<file path="config.mk">
export PLATFORM = sky130hd
export DESIGN_NAME = vec_dot_accumulator
export DESIGN_NICKNAME = d
export VERILOG_FILES = /design/src/rtl/vec_mul_pkg.sv /design/src/rtl/split_acc_adder.sv /design/src/rtl/vec_dot_accumulator.sv
export SDC_FILE = /design/constraint.sdc
export NUM_CORES = 1
export LEC_CHECK = 0
export CAP_MARGIN = 20
export CORE_ASPECT_RATIO = 2
export CORE_MARGIN = 3
export CORE_UTILIZATION = 50
export DETAILED_ROUTE_END_ITERATION = 6
export PLACE_DENSITY = 0.75
export SETUP_SLACK_MARGIN = 0.05
export SKIP_CTS_REPAIR_TIMING = 1
export SLEW_MARGIN = 20
export SYNTH_ARGS = -nofsm -noshare
export SYNTH_HDL_FRONTEND = slang
export SYNTH_SLANG_ARGS = --single-unit
</file>
<file path="constraint.sdc">
create_clock -name clk -period 6.7 [get_ports clk]
set_clock_uncertainty 0.05 [all_clocks]
set_input_delay 1.675 -clock clk [delete_from_list [all_inputs] [get_ports clk]]
set_output_delay 1.675 -clock clk [all_outputs]
set_load 0.01 [all_outputs]
</file>
<file path="src/rtl/vec_mul_pkg.sv">
// vec_mul_pkg: shared types and defaults for the Vedic multiplier lane and its consumers.
package vec_mul_pkg;
    typedef enum logic [1:0] {IDLE, ACCUM, DONE} acc_state_e;
    localparam logic [1:0] PREC_8BIT = 2'b00;
    localparam int DEF_ACC_WIDTH = 48;
    localparam int DEF_LEN_WIDTH = 8;
endpackage

</file>
<file path="src/rtl/split_acc_adder.sv">
// split_acc_adder: ACC_WIDTH adder whose carry chain can be broken at the midpoint.
module split_acc_adder #(
    parameter int ACC_WIDTH = 48
) (
    input  logic [ACC_WIDTH-1:0] a,
    input  logic [ACC_WIDTH-1:0] b,
    input  logic                 split,
    output logic [ACC_WIDTH-1:0] sum,
    output logic                 carry_lo,
    output logic                 carry_hi
);
    localparam int H = ACC_WIDTH / 2;
    logic [H:0] lo;
    logic [ACC_WIDTH-H:0] hi;
    always_comb begin
        lo = {1'b0, a[H-1:0]} + {1'b0, b[H-1:0]};
        hi = {1'b0, a[ACC_WIDTH-1:H]} + {1'b0, b[ACC_WIDTH-1:H]} + {{(ACC_WIDTH-H){1'b0}}, lo[H] & ~split};
        sum = {hi[ACC_WIDTH-H-1:0], lo[H-1:0]};
        carry_lo = lo[H];
        carry_hi = hi[ACC_WIDTH-H];
    end
endmodule

</file>
<file path="src/rtl/vec_dot_accumulator.sv">
// vec_dot_accumulator: accumulates vec_len multiplier products into a dot-product result
// in either one full-width lane or two independent half-width lanes.
module vec_dot_accumulator
    import vec_mul_pkg::*;
#(
    parameter int ACC_WIDTH = DEF_ACC_WIDTH,
    parameter int LEN_WIDTH = DEF_LEN_WIDTH
) (
    input  logic                 clk,
    input  logic                 rst,
    input  logic                 start,
    input  logic [LEN_WIDTH-1:0] vec_len,
    input  logic [1:0]           precision,
    input  logic                 prod_valid,
    input  logic [31:0]          prod_data,
    output logic                 busy,
    output logic                 res_valid,
    input  logic                 res_ready,
    output logic [ACC_WIDTH-1:0] res_data,
    output logic                 overflow
);
    localparam int H = ACC_WIDTH / 2;
    acc_state_e state_q;
    logic [LEN_WIDTH-1:0] cnt_q, cnt_d, len_q;
    logic [ACC_WIDTH-1:0] acc_q, acc_d, operand;
    logic split_q, ovf_q, busy_q, res_valid_q, carry_lo, carry_hi, carry_d, take_start;

    // In split mode each 16-bit lane product is zero-extended into its own half.
    assign operand = split_q ? {{(H-16){1'b0}}, prod_data[31:16], {(ACC_WIDTH-H-16){1'b0}}, prod_data[15:0]}
                             : {{(ACC_WIDTH-32){1'b0}}, prod_data};
    assign cnt_d = cnt_q + LEN_WIDTH'(1);
    assign carry_d = split_q ? (carry_lo | carry_hi) : carry_hi;
    assign take_start = start && (state_q == IDLE || (state_q == DONE && res_ready));

    split_acc_adder #(.ACC_WIDTH(ACC_WIDTH)) u_add (
        .a(acc_q),
        .b(operand),
        .split(split_q),
        .sum(acc_d),
        .carry_lo(carry_lo),
        .carry_hi(carry_hi)
    );

    always_ff @(posedge clk or negedge rst) begin
        if (!rst) begin
            state_q <= IDLE;
            cnt_q <= '0;
            len_q <= '0;
            split_q <= 1'b0;
            acc_q <= '0;
            ovf_q <= 1'b0;
            busy_q <= 1'b0;
            res_valid_q <= 1'b0;
        end else if (take_start) begin
            state_q <= (vec_len == '0) ? DONE : ACCUM;
            cnt_q <= '0;
            len_q <= vec_len;
            split_q <= (precision == PREC_8BIT);
            acc_q <= '0;
            ovf_q <= 1'b0;
            busy_q <= 1'b1;
            res_valid_q <= (vec_len == '0);
        end else if (state_q == ACCUM && prod_valid) begin
            acc_q <= acc_d;
            ovf_q <= ovf_q | carry_d;
            cnt_q <= cnt_d;
            state_q <= (cnt_d == len_q) ? DONE : ACCUM;
            res_valid_q <= (cnt_d == len_q);
        end else if (state_q == DONE && res_ready) begin
            state_q <= IDLE;
            busy_q <= 1'b0;
            res_valid_q <= 1'b0;
        end
    end

    assign busy = busy_q;
    assign res_valid = res_valid_q;
    assign res_data = acc_q;
    assign overflow = ovf_q;
endmodule

</file>
==> impl_results.md, run 1 <==
* Via count of the first global-routing pass at 5260
* Post-DP HPWL at 11400 um
* RePlAce Congestion at 0.949
* Worst slew pin tran at 0.919 ns
* Worst R2R Setup Slack at 1.93 ns
* Initial Util at 51.9%
* DRT iter0 DRCs at 196
* CTS clk-pin slew, worst paths at 0.06 ns
* CP Class: input pin to flip-flop
* Total power at 3.08 mW
* Most frequent cells in the layout: nand2_1 (103), clkdlybuf4s50_1 (96), dfrtp_1 (69), o21ai_0 (68), a21oi_1 (42)
* Total inserted antenna cells at 0
* Routed WL at 15400 um
* Die width at 77.7 um
* Fill cells at 879
* Crit path max fanout at 3
* Final hold slack at 0.445 ns
* First-pass GRT wire length at 24800 um
* Root Buffer: clkbuf_16
* Grt ovf at 0
* Vias per inst at 5.95
* Synth warn at 0
* Chip height at 149 um
* Pwr dens at 473 mW/mm^2
* Syn Area/Cell at 8.39 sq um
* Largest net degree at the start of global routing at 70
* Fmax at 0.163 GHz
* Crit path arrival time at 6.26 ns
* Synth Instances at 612
* FF+latch count, synth at 69
* Fin crit share at 91.4%
* Share of layout cells above drive strength 1 at 5.24%
* H-tree lvl count at 3
* Vias after detailed routing at 4985
* DIE AREA at 0.0116 sq mm
* Crit end category: flip-flop
* IO Port Bufs at 97
* Nets at 793
* Hold Fails Final Rpt at 0
* Sequential area share after synthesis at 33.6%
* Core footprint at 0.00989 sq mm
* Clock Path Buffers at 2
* Clk sinks at 69
* All-Layer GR Usage at 27.4%
* Synth-to-layout area growth at 26.9%
* Commonest non-fill, non-tap cell in the layout: nand2_1
* Worst Setup Start Kind: input pin
* HP Class: flip-flop to flip-flop
* Clk Latency, worst-skew pair at 0.34 ns
* Synth async-reset ratio at 100%
* Max_slew headroom at 38.7%
* Final Setup Violations at 0
* Ys flop type: dfrtp_1
* Post-synth EDFFs at 0
* Worst VDD drop at 0.240 mV
* Final Critical Period at 6.12 ns
* Initial antenna violation count at 0
* CTS tree: done
* Post-Syn Area at 0.00513 sq mm
* Setup tns final at 0 ns
* Wire per inst at 18.3 um
* I/O pins at 98
* Status: complete, no violations
* Drt pass-1 iters at 5
* Synth cell types at 55
* Unrepaired setup endpoints after global routing: false
* Syn_nets at 702
* Leak at 2.85 nW
* Drt drc at 0
* Row count at 51
* Max Cap Viol at 0
* Cts bufs inserted at 9
* Fin. max-slew vios at 0
* CP required at 6.84 ns
* Antenna-violating nets left at 0
==> registers in the layout, summed over array words and instances (netlist names) <==
register  count
busy          1
cnt_q         8
len_q         8
overflow      1
res_data     48
split_q       1
state_q       2
==> area by class of cell <==
cell class                      count  area (sq um)  area share, %
Clock inverter                      4          50.0          0.768
Inverter                           11          41.3          0.634
Tap cell                          132           165           2.54
Sequential cell                    69          1730           26.5
Clock buffer                       10           239           3.67
Multi-Input combinational cell    508          3270           50.2
Timing Repair Buffer              104          1020           15.6
==> worst paths after layout <==
path	startpoint	end	cells past startpoint
min in group asynchronous	rst	res_data[29]	2
max	prod_data[0]	res_data[38]	20
min reg2reg	len_q[1]	len_q[1]	2
max in group asynchronous	rst	res_data[47]	2
min	len_q[1]	len_q[1]	2
max reg2reg	res_data[0]	res_data[38]	19
==> cell families (layout without fill, tap and decap cells) <==
group	Yosys count	count (layout)	synth area share, %
buf+inv	35	129	2.68
simple gates	225	225	20.6
flops	69	69	33.6
xor+xnor	44	44	7.50
mux	11	11	2.34
compound gates	185	185	22.4
fa+ha+maj	43	43	10.9
==> worst max-delay path: stages <==
cell and delay (ns):
clkdlybuf4s50_1 0.40, ha_1 0.22, fa_1 0.43, a211oi_1 0.28, o21ai_0 0.25, a21o_1 0.21
o211ai_1 0.20, a21oi_1 0.13, nand2_1 0.10, a211oi_1 0.10, fa_1 0.41, fa_1 0.44
a211oi_1 0.23, nor2_1 0.11, o21ai_0 0.17, buf_4 0.16, o21ai_0 0.18, a31oi_1 0.28
xor2_1 0.18, o21ai_0 0.09
==> metrics by stage <==
stage | setup WS, ns | cell area (sq um) | util (%) | cells
after global routing | 0.271 | 6510 | 65.9 | 838
final | 0.579 | 6510 | 65.9 | 838
after CTS | 0.618 | 6510 | 65.9 | 838
after global placement | 0.412 | 6220 | 62.9 | 824
after floorplan | 1.17 | 5130 | - | 612
after detailed placement | 0.288 | 6220 | 62.9 | 824
==> where the power goes <==
| part | internal (mW) | total, mW | switching [mW] |
|---|---|---|---|
| sequential | 0.587 | 0.739 | 0.152 |
| combinational | 0.835 | 1.86 | 1.03 |
| clock | 0.293 | 0.479 | 0.186 |
==> cell usage after synthesis, types with 4 or more instances <==
master	count	area share (%)
xor2_1	18	3.1
nand2b_1	4	0.49
a211oi_1	7	1.0
o211ai_1	5	0.73
inv_1	11	0.80
nand2_1	103	7.5
nor3_1	5	0.49
ha_1	40	9.7
nor2_1	30	2.2
clkbuf_1	21	1.5
nand3_1	27	2.6
a31oi_1	8	0.97
and3_1	7	0.85
o21ai_0	68	6.6
xnor2_1	26	4.4
a21o_1	19	2.8
dfrtp_1	69	34
mux2_2	8	1.8
o31ai_1	5	0.73
nand4_1	8	0.97
o21bai_1	5	0.73
nor2b_1	12	1.5
and2_1	10	1.2
a21oi_1	42	4.1
==> metal layers <==
layer	routed length, um	global-route usage, %	up-vias
met3	633	5.14	57
met1	5470	26.0	2371
met4	902	19.2	0
li1	-	-	2382
met5	0	0	-
met2	8360	51.3	175
No activity file was read; power rests on OpenSTA's default activity.
==> run 2, diff against run 1 <==
--- a/config.mk
+++ b/config.mk
@@ -7,3 +7,3 @@
 export LEC_CHECK = 0
-export CAP_MARGIN = 20
+export CAP_MARGIN = 10
 export CORE_ASPECT_RATIO = 2
==> constraint.sdc (replaced) <==
create_clock -name clk -period 6.7 [get_ports clk]
set_clock_uncertainty 0.05 [all_clocks]
set_input_delay 1.005 -clock clk [delete_from_list [all_inputs] [get_ports clk]]
set_output_delay 1.005 -clock clk [all_outputs]
set_load 0.01 [all_outputs]
==> run 2 against run 1 <==
Effect of this change:
- worst hold slack better by 0.0075 ns
- global-route usage decreased by 0.76 points
- sequential cell count is the same
- count of clock-buffer cells in the layout did not move
- sequential power hardly changed
- critical path depth is 1 lower
- clock power is 4% lower
- fmax up 7.3%
- final cell count up 0.12%
- largest cell class unchanged
- highest routed layer unchanged
==> impl_results.md, run 2 (synthesis results as in run 1) <==
* Share of layout cells above drive strength 1 at 5.37%
* Commonest non-fill, non-tap cell in the layout: nand2_1
* Clock Path Buffers at 2
* DIE AREA at 0.0116 sq mm
* CTS tree: done
* RePlAce Congestion at 0.962
* Post-DP HPWL at 11100 um
* Critical R2R Capture: res_data[38]
* Cts bufs inserted at 9
* Leak at 2.85 nW
* Pwr dens at 467 mW/mm^2
* HP Class: flip-flop to flip-flop
* Hold Fails Final Rpt at 0
* Inst Count DP at 823
* All-Layer GR Usage at 26.6%
* Worst VDD drop at 0.331 mV
* Crit path arrival time at 5.84 ns
* Most frequent cells in the layout: nand2_1 (103), clkdlybuf4s50_1 (96), dfrtp_1 (69), o21ai_0 (68), a21oi_1 (42)
* Status: complete, no violations
* I/O pins at 98
* Max_slew headroom at 36.8%
* Max Cap Viol at 0
* Post-DP Area at 0.00622 sq mm
* Vias after detailed routing at 4968
* Setup tns final at 0 ns
* Finished Layout Cells at 839
* Drt pass-1 iters at 4
* Wire per inst at 17.9 um
* CP Class: input pin to flip-flop
* Hold Crit Start: len_q[4]
* Via count of the first global-routing pass at 5121
* Initial Util at 51.9%
* Synth-to-layout area growth at 26.7%
* First-pass GRT wire length at 24400 um
* Crit path max fanout at 3
* Final Critical Period at 5.71 ns
* Row count at 51
* H-tree lvl count at 3
* Fin. max-slew vios at 0
* Launch point of the worst path: prod_data[0]
* Worst slew pin tran at 0.947 ns
* Root Buffer: clkbuf_16
* IO Port Bufs at 97
* Fmax at 0.175 GHz
* Final hold slack at 0.453 ns
* Largest net degree at the start of global routing at 70
* CP required at 6.84 ns
* Grt ovf at 0
* Worst flop-to-flop path startpoint: res_data[0]
* Max FFs per register at 48
* Hold endpoint: len_q[4]
* Crit end category: flip-flop
* Core footprint at 0.00989 sq mm
* Final Setup Violations at 0
* Fin crit share at 85.2%
* Die width at 77.7 um
* Fin area at 0.00650 sq mm
* Worst r2r path cells at 18
* CTS clk-pin slew, worst paths at 0.06 ns
* Worst R2R Setup Slack at 1.68 ns
* Vias per inst at 5.92
* Routed WL at 15000 um
* Chip height at 149 um
* Unrepaired setup endpoints after global routing: false
* Nets at 792
* Clk sinks at 69
* Worst Setup Start Kind: input pin
* Worst hold path depth at 2
* Initial antenna violation count at 0
* DRT iter0 DRCs at 247
* Antenna-violating nets left at 0
* Clk Latency, worst-skew pair at 0.34 ns
* Total inserted antenna cells at 0
* Drt drc at 0
==> run 2: cell types whose count changed in the layout (fill, tap and decap cells not counted) <==
cell	before	now
bufinv_16	1	0
clkinv_4	0	3
inv_6	0	1
clkinvlp_4	2	1
buf_4	7	6
==> run 2: worst max path at each step <==
stage / to / slack, ns / depth (start not counted)
finish: res_data[38] / 0.99 / 19
global route: res_data[36] / 0.70 / 19
CTS: res_data[36] / 1.03 / 19
detailed placement: res_data[38] / 0.72 / 19
global placement: res_data[38] / 0.77 / 19
floorplan: res_data[38] / 1.84 / 18
==> run 2: layout make-up <==
| type | count | area [sq um] |
|---|---|---|
| well taps | 132 | 165 |
| repair buffers | 103 | 1010 |
| inverters | 11 | 41.3 |
| clock buffers | 10 | 239 |
| fillers | 873 | 3390 |
| multi-input cells | 508 | 3270 |
| clock inverters | 6 | 47.5 |
| flip-flops and latches | 69 | 1730 |
==> run 2: worst max-delay path, cell delays in order <==
cell,delay [ns]
clkdlybuf4s50_1,0.41
ha_1,0.23
fa_1,0.43
a211oi_1,0.28
o21ai_0,0.23
a21o_1,0.20
o211ai_1,0.19
a21oi_1,0.14
nand2_1,0.10
a211oi_1,0.10
fa_1,0.43
fa_1,0.44
a211oi_1,0.24
nor2_1,0.11
o21ai_0,0.48
o21ai_0,0.29
a31oi_1,0.27
xor2_1,0.15
o21ai_0,0.09
==> run 2: through the flow <==
step,total power [mW],setup WS (ns),util [%]
6_report,3.04,0.994,65.8
5_1_grt,3.28,0.704,65.8
4_1_cts,3.05,1.03,65.8
3_5_place_dp,2.57,0.721,62.9
3_3_place_gp,2.53,0.772,62.9
2_1_floorplan,1.96,1.84,-
==> run 2: layer usage <==
metal	GRT usage (%)	routed length [um]	vias to the layer above	share of wire, %
met5	0	0	-	0
met4	14.9	650	0	4.3
met3	4.05	680	41	4.5
met2	50.6	8290	171	55
met1	26.8	5410	2378	36
li1	-	-	2378	-
==> run 2: where the power goes <==
group	total [mW]	switching (mW)	internal (mW)
sequential	0.737	0.150	0.587
combinational	1.84	1.01	0.827
clock	0.460	0.197	0.263
total	3.04	1.36	1.68
==> run 3, diff against run 2 <==
- ABC_AREA: unset -> 1
- CORE_ASPECT_RATIO: 2 -> unset
- PLACE_DENSITY: 0.75 -> 0.73
- SETUP_SLACK_MARGIN: 0.05 -> 0.4
==> run 3 against run 2 <==
Effect of this change:
- power grew 8.3%
- routed wire length rose by 9.2%
- sequential power is 4.5% higher
- clock power is essentially flat
- worst hold slack worse by 0.012 ns
- critical path depth grew 4
- die area grew 17%
- count of clock-buffer cells in the layout did not move
- critical endpoint is now res_data[44]
- largest cell class unchanged
- largest power group unchanged
==> impl_results.md, run 3 <==
* Status: complete, no violations
* I/O pins at 98
* Row count at 39
* Final Setup Violations at 0
* Syn Area/Cell at 6.26 sq um
* Most frequent cells in the layout: nand2_1 (374), inv_1 (143), clkdlybuf4s50_1 (96), nor2_1 (76), dfrtp_1 (69)
* CTS clk-pin slew, worst paths at 0.07 ns
* Root Buffer: clkbuf_16
* Crit path arrival time at 4.45 ns
* Post-DP HPWL at 12500 um
* Max_slew headroom at 37.1%
* Synth Instances at 974
* Wire per inst at 13.5 um
* IO Port Bufs at 97
* Clk sinks at 69
* Max FFs per register at 48
* Fin area at 0.00747 sq mm
* Synth cell types at 38
* Synth warn at 0
* Max Cap Viol at 0
* RePlAce Congestion at 0.922
* Drt drc at 0
* Clock Path Buffers at 2
* Worst Setup Start Kind: input pin
* Largest net degree at the start of global routing at 70
* Finished Core Util at 64.1%
* Count leader, synth: nand2_1
* Top-area cell type share of the netlist area at 28.3%
* Grt ovf at 0
* CP Class: input pin to flip-flop
* Post-Syn Area at 0.00610 sq mm
* Routed WL at 16400 um
* Via count of the first global-routing pass at 5854
* Hold Fails Final Rpt at 0
* Share of layout cells above drive strength 1 at 5.87%
* Ranking of synthesized cells by area: dfrtp_1 (28%), nand2_1 (23%), inv_1 (8.8%)
* DIE AREA at 0.0136 sq mm
* Synth-to-layout area growth at 22.5%
* Unrepaired setup endpoints after global routing: false
* Yosys top cell by area: dfrtp_1
* Total inserted antenna cells at 0
* Core footprint at 0.0117 sq mm
* Syn_nets at 1064
* Initial antenna violation count at 0
* Final Critical Period at 4.26 ns
* Leak at 4.00 nW
* First-pass GRT wire length at 27700 um
* Commonest non-fill, non-tap cell in the layout: nand2_1
* H-tree lvl count at 3
* Clk Latency, worst-skew pair at 0.35 ns
* CTS tree: done
* Vias per inst at 5.16
* Worst slew pin tran at 0.944 ns
* Die width at 116 um
* Drt pass-1 iters at 5
* Initial Util at 52.3%
* Fmax at 0.235 GHz
* Vias after detailed routing at 6271
* Crit path max fanout at 5
* Ys flop type: dfrtp_1
* Synth async-reset ratio at 100%
* Fin. max-slew vios at 0
* All-Layer GR Usage at 25.8%
* FF+latch count, synth at 69
* Antenna-violating nets left at 0
* Post-synth EDFFs at 0
* Nets at 1158
* Chip height at 116 um
* HP Class: flip-flop to flip-flop
* Sequential area share after synthesis at 28.3%
* Crit end category: flip-flop
* Fin crit share at 63.6%
* Post-DP Area at 0.00716 sq mm
* Pwr dens at 440 mW/mm^2
* Post-synth top cells: nand2_1 (374), inv_1 (143), nor2_1 (76)
* Worst VDD drop at 0.266 mV
* Cts bufs inserted at 9
* Setup tns final at 0 ns
* CP required at 6.89 ns
* DRT iter0 DRCs at 457
## run 3: changes by cell type after synthesis, moves of 24 or more
cell     change
inv_1      +132
nor2_1      +46
nand2_1    +271
xnor2_1     -24
nand3_1     +38
o21ai_0     -34
## run 3: routing by layer
metal | routed length, um | part of all wire, % | up-vias | global-route usage, %
li1 | - | - | 3282 | -
met1 | 8440 | 51 | 2780 | 38.4
met2 | 6550 | 40 | 179 | 37.4
met3 | 1050 | 6.4 | 30 | 4.25
met4 | 376 | 2.3 | 0 | 9.74
met5 | 0 | 0 | - | 0
## run 3: metrics by stage
step                hold slack [ns]  power (mW)  worst slack (ns)  cells
floorplan                     0.416        2.18              2.89    974
global placement              0.423        2.78              2.21   1199
detailed placement            0.418        2.80              2.11   1199
CTS                           0.439        3.28              2.46   1215
global route                  0.474        3.65              2.15   1216
finish                        0.441        3.29              2.44   1216
## run 3: power breakdown
part           total, mW  internal (mW)  switching, mW
logic               2.06          0.821           1.24
clock network      0.460          0.262          0.198
registers          0.770          0.588          0.182
## run 3: cell families after synthesis
kind of cell	after synthesis	synth area share, %
adder cells (fa/ha/maj)	43	9.19
XOR/XNOR	3	0.431
flip-flops	69	28.3
buffers and inverters	167	10.9
AND/OR/NAND/NOR	581	40.9
AO/OA/AOI/OAI	111	10.3
## run 3: path summary, 6_finish.rpt
path | start | endpoint | slack [ns] | depth (start not counted)
min | overflow | overflow | 0.44 | 2
max in group asynchronous | rst | res_data[3] | 5.14 | 2
min in group asynchronous | rst | res_data[12] | 0.82 | 2
max reg2reg | split_q | res_data[44] | 2.80 | 22
min reg2reg | overflow | overflow | 0.44 | 2
max | prod_data[0] | res_data[44] | 2.44 | 23
## run 3: area by class of cell
cell class	count	area, sq um
Clock inverter	6	46.3
Clock buffer	10	239
Inverter	150	563
Sequential cell	69	1730
Multi-Input combinational cell	738	3720
Fill cell	1112	4190
Tap cell	143	179
Timing Repair Buffer	100	1000
## run 3: worst max-delay path: stages
cell	delay, ns
clkdlybuf4s50_1	0.40
ha_1	0.26
fa_1	0.44
nand2_1	0.11
nand3_1	0.10
nand3_1	0.10
nand3_2	0.11
nand2_1	0.09
nand3_2	0.07
nand2_1	0.07
inv_1	0.06
fa_1	0.42
fa_1	0.43
nand2_1	0.11
nand3_2	0.10
nand3_1	0.10
nand2_2	0.08
nand2_1	0.08
nand2_2	0.09
nand3_2	0.08
nand2_1	0.06
nand2_1	0.05
nor2_1	0.04
==> edit 1, RTL diff (config.mk and constraints of run 3) <==
Register the output `overflow` once more, cleared by the reset; this adds one clock of latency there. The other outputs are not delayed to match.
--- a/src/rtl/vec_dot_accumulator.sv
+++ b/src/rtl/vec_dot_accumulator.sv
@@ -78,3 +78,9 @@
     assign res_data = acc_q;
-    assign overflow = ovf_q;
+    always_ff @(posedge clk or negedge rst) begin
+        if (!rst) begin
+            overflow <= '0;
+        end else begin
+            overflow <= ovf_q;
+        end
+    end
 endmodule
Check against the original RTL: no difference found for any inputs over 4 cycles, from zero or initial values and one cycle with rst low; that may be too few to reach the edited logic, so the function may still have changed.
==> edit 1 against run 3 <==
  * Synthesized area is 0.80% higher
  * Wire length is 6.2% higher
  * Total power is 0.79% higher
  * Setup slack worse by 0.046 ns
  * Worst hold slack worse by 0.097 ns
  * Sequential cell count is 1 higher
  * Final area is 0.39% higher
  * Via count is 3.3% higher
  * Die area is 0.76% higher
==> edit 1: results (changes against run 3) <==
Clock network
  • TritonCTS buffer count: 9 (unchanged)

Layout
  • Layout filler cell count: 1138 (+2.3%)
  • Share of post-route cells with drive strength above 1: 0.0401 (-0.0186)

Global route
  • Total Routing Usage GR: 0.265 (+0.00686)
  • Largest net degree at the start of global routing: 71 (+1.4%)
  • First-pass GRT wire length: 28300 µm (+2.1%)
  • Vias in the first global route: 5861 (+0.12%)

Placed design
  • DP Area: 7220 µm² (+0.93%)
  • Cell count after placement: 1223 (+2.0%)
  • GPL Wtd Cong: 0.949 (+2.9%)
  • IO Port Bufs: 97 (unchanged)

Pwr
  • Maximum VDD drop: 0.227 mV (-15%)
  • Static Leak: 4.09 nW (+2.3%)

Logic synthesis
  • Synth area leader: dfrtp_1
  • Register area share after synthesis: 0.285 (+0.00182)
  • Commonest cells post-synth: nand2_1, inv_1, nor2_1
  • Syn nets: 1087 (+2.2%)
  • Mapped Avg Cell Area: 6.17 µm² (-1.5%)
  • Synth area leaders: dfrtp_1, nand2_1, inv_1

Worst hold path
  • Hold path startpoint: ovf_q

Timing
  • Hold Slack: 0.344 ns (-0.0970 ns)
  • Slew HR: 0.356 (-0.0143)

Outcome
  • Status: finished clean

Route
  • Vias: 6476 (+3.3%)
  • Initial DRC count: 462 (+1.1%)
  • WL met3: 1340 µm (+28%)
  • Met2 routed WL: 7400 µm (+13%)
  • DRT met1 WL: 8430 µm (about the same)
  • Vias per cell: 5.23 (+1.4%)
  • DR WL/cell: 14.1 µm (+4.2%)

Setup path
  • Slack of the worst reg-to-reg path: 2.77 ns (-0.03 ns)
  • Critical Path AT: 4.49 ns (+0.04 ns)
## edit 1: cell count changes after synthesis, sizes merged, moves of 3 or more
cell / delta
and2: -3
nand2: +9
nand3b: -3
inv: +11
nand4: +4
## edit 1: metrics by stage
step | power (mW) | setup WS, ns
floorplan | 2.18 | 2.86
global route | 3.65 | 2.13
global placement | 2.81 | 2.18
detailed placement | 2.83 | 2.07
finish | 3.31 | 2.40
CTS | 3.31 | 2.45
## edit 1: layer usage
| metal | vias up | track usage |
|---|---|---|
| li1 | 3341 | - |
| met1 | 2908 | 0.381 |
| met2 | 203 | 0.396 |
| met3 | 24 | 0.0684 |
| met4 | 0 | 0.0688 |
| met5 | - | 0 |
## edit 1: worst paths after layout
path	depth (start not counted)	end
worst min register to register	0	overflow
min in group asynchronous	2	res_data[12]
worst min-delay path	0	overflow
max in group asynchronous	2	res_data[15]
worst max-delay path	23	ovf_q
worst max register to register	20	ovf_q
## edit 1: power by group through the flow
stage,logic [mW],clock network [mW],registers [mW]
3_5_place_dp,2.05,0,0.782
3_3_place_gp,2.03,0,0.781
5_1_grt,2.35,0.488,0.805
6_report,2.08,0.459,0.778
4_1_cts,2.06,0.469,0.777
2_1_floorplan,1.40,0,0.780
## edit 1: logic make-up (layout without fill, tap and decap cells)
kind of cell             Yosys count  count (layout)  synth area share
adder cells (fa/ha/maj)           43              43            0.0911
AND/OR/NAND/NOR                  590             590             0.402
flip-flops                        70              70             0.285
AO/OA/AOI/OAI                    112             112             0.103
XOR/XNOR                           5               5           0.00712
buffers and inverters            177             276             0.112
## edit 1: layout make-up
class | instances | area (µm²) | area share
flip-flops and latches | 70 | 1750 | 0.234
clock buffers | 11 | 243 | 0.0324
inverters | 161 | 604 | 0.0806
well taps | 143 | 179 | 0.0239
multi-input cells | 750 | 3710 | 0.494
clock inverters | 5 | 33.8 | 0.00450
repair buffers | 99 | 981 | 0.131
==> edit 2, RTL diff (config.mk and constraints of run 3) <==
Without the edit above. Change the package constant `DEF_ACC_WIDTH` from 48 to 96.
--- a/src/rtl/vec_mul_pkg.sv
+++ b/src/rtl/vec_mul_pkg.sv
@@ -4,3 +4,3 @@
     localparam logic [1:0] PREC_8BIT = 2'b00;
-    localparam int DEF_ACC_WIDTH = 48;
+    localparam int DEF_ACC_WIDTH = 96;
     localparam int DEF_LEN_WIDTH = 8;
Ports: changed (resized res_data); port bits go from 98 to 146. The function was not compared with the original's and may differ.
==> edit 2 against run 3 <==
  * Setup slack worse by 0.66 ns
  * Synthesized area is 57% higher
  * Cell count is 60% higher
  * Total power is 37% higher
  * Non-clock buffer count is 49 higher
  * Wire length is 79% higher
  * Sequential cell count is 48 higher
  * Sequential power is 45% higher
  * Fmax is 13% lower
  * First-iteration DRC count is 78% higher
  * Critical path depth is 1 lower
  * Final area is 59% higher
  * Critical path type is now register to register
  * Critical endpoint is now res_data[92]
  * Global-route usage is 2.6 points higher
==> edit 2: results (changes against run 3) <==
Route
  • Initial DRC count: 815 (+78%)
  • Routed WL: 29300 µm (+79%)
  • Met2 routed WL: 13300 µm (+100%)
  • WL met3: 1910 µm (+81%)

Layout
  • Clock network share of area: 0.0546 (+0.0165)
  • # nets final: 1798 (+55%)
  • Footprint of the multi-input gates: 5580 µm² (+50%)
  • Buffers outside the clock class: 149 (+49%)
  • Signal buf overhead: 0.124 (-0.00951)
  • Clock buffer count: 19 (+9)
  • Share of post-route cells with drive strength above 1: 0.0292 (-0.0295)
  • Storage cell area: 2930 µm² (+70%)
  • Multi-input gates: 1161 (+57%)

Global route
  • M3 GR Usage: 0.0569 (+0.0144)
  • Largest net degree at the start of global routing: 64 (-8.6%)
  • First-pass GRT wire length: 47100 µm (+70%)
  • Vias in the first global route: 9533 (+63%)

Logic synthesis
  • Yosys cell types: 36 (-5.3%)
  • Synth Area in Compound Gates: 0.0888 (-0.0140)
  • Register area share after synthesis: 0.306 (+0.0225)
  • Mapped Avg Cell Area: 6.14 µm² (-1.9%)
  • Commonest cells post-synth: nand2_1, inv_1, nor2_1

Setup path
  • Slowest cell on crit path: dfrtp_1
  • Slack of the worst reg-to-reg path: 1.78 ns (-1.02 ns)
  • Worst Path Max Fanout: 35 (+30)
  • Max stage delay on crit path: 1.07 ns (+0.63 ns)
  • Critical Path AT: 5.22 ns (+0.77 ns)
  • Crit. Startpoint: split_q

Pwr
  • Switch share: 0.450 (-0.0420)

Timing
  • Hold Slack: 0.444 ns (+0.00255 ns)

Clock network
  • CTS sink count: 117 (+70%)
  • H-tree depth: 4 (+1)

Outcome
  • Status: finished clean

Placed design
  • DP HPWL: 22400 µm (+79%)
[edit 2: cell types whose count changed in the layout (fill, tap and decap cells not counted), sizes merged, moves of 27 or more]
cell / delta
inv: +106
nand3: +27
nor2: +113
clkdlybuf4s50: +48
nand2: +156
dfrtp: +48
[edit 2: through the flow]
| stage | utilization | total power [mW] | setup WS (ns) |
|---|---|---|---|
| finish | 0.633 | 4.50 | 1.78 |
| global route | 0.633 | 4.88 | 1.35 |
| CTS | 0.633 | 4.50 | 1.87 |
| detailed placement | 0.599 | 3.47 | 1.50 |
| global placement | 0.599 | 3.44 | 1.71 |
| floorplan | - | 2.67 | 2.68 |
[edit 2: power groups by stage]
| stage | Clock (mW) | Sequential (mW) | Combinational (mW) |
|---|---|---|---|
| after floorplan | 0 | 1.12 | 1.55 |
| after global placement | 0 | 1.12 | 2.32 |
| after detailed placement | 0 | 1.12 | 2.34 |
| after CTS | 1.03 | 1.11 | 2.36 |
| after global routing | 1.07 | 1.15 | 2.66 |
| final | 1.03 | 1.12 | 2.36 |
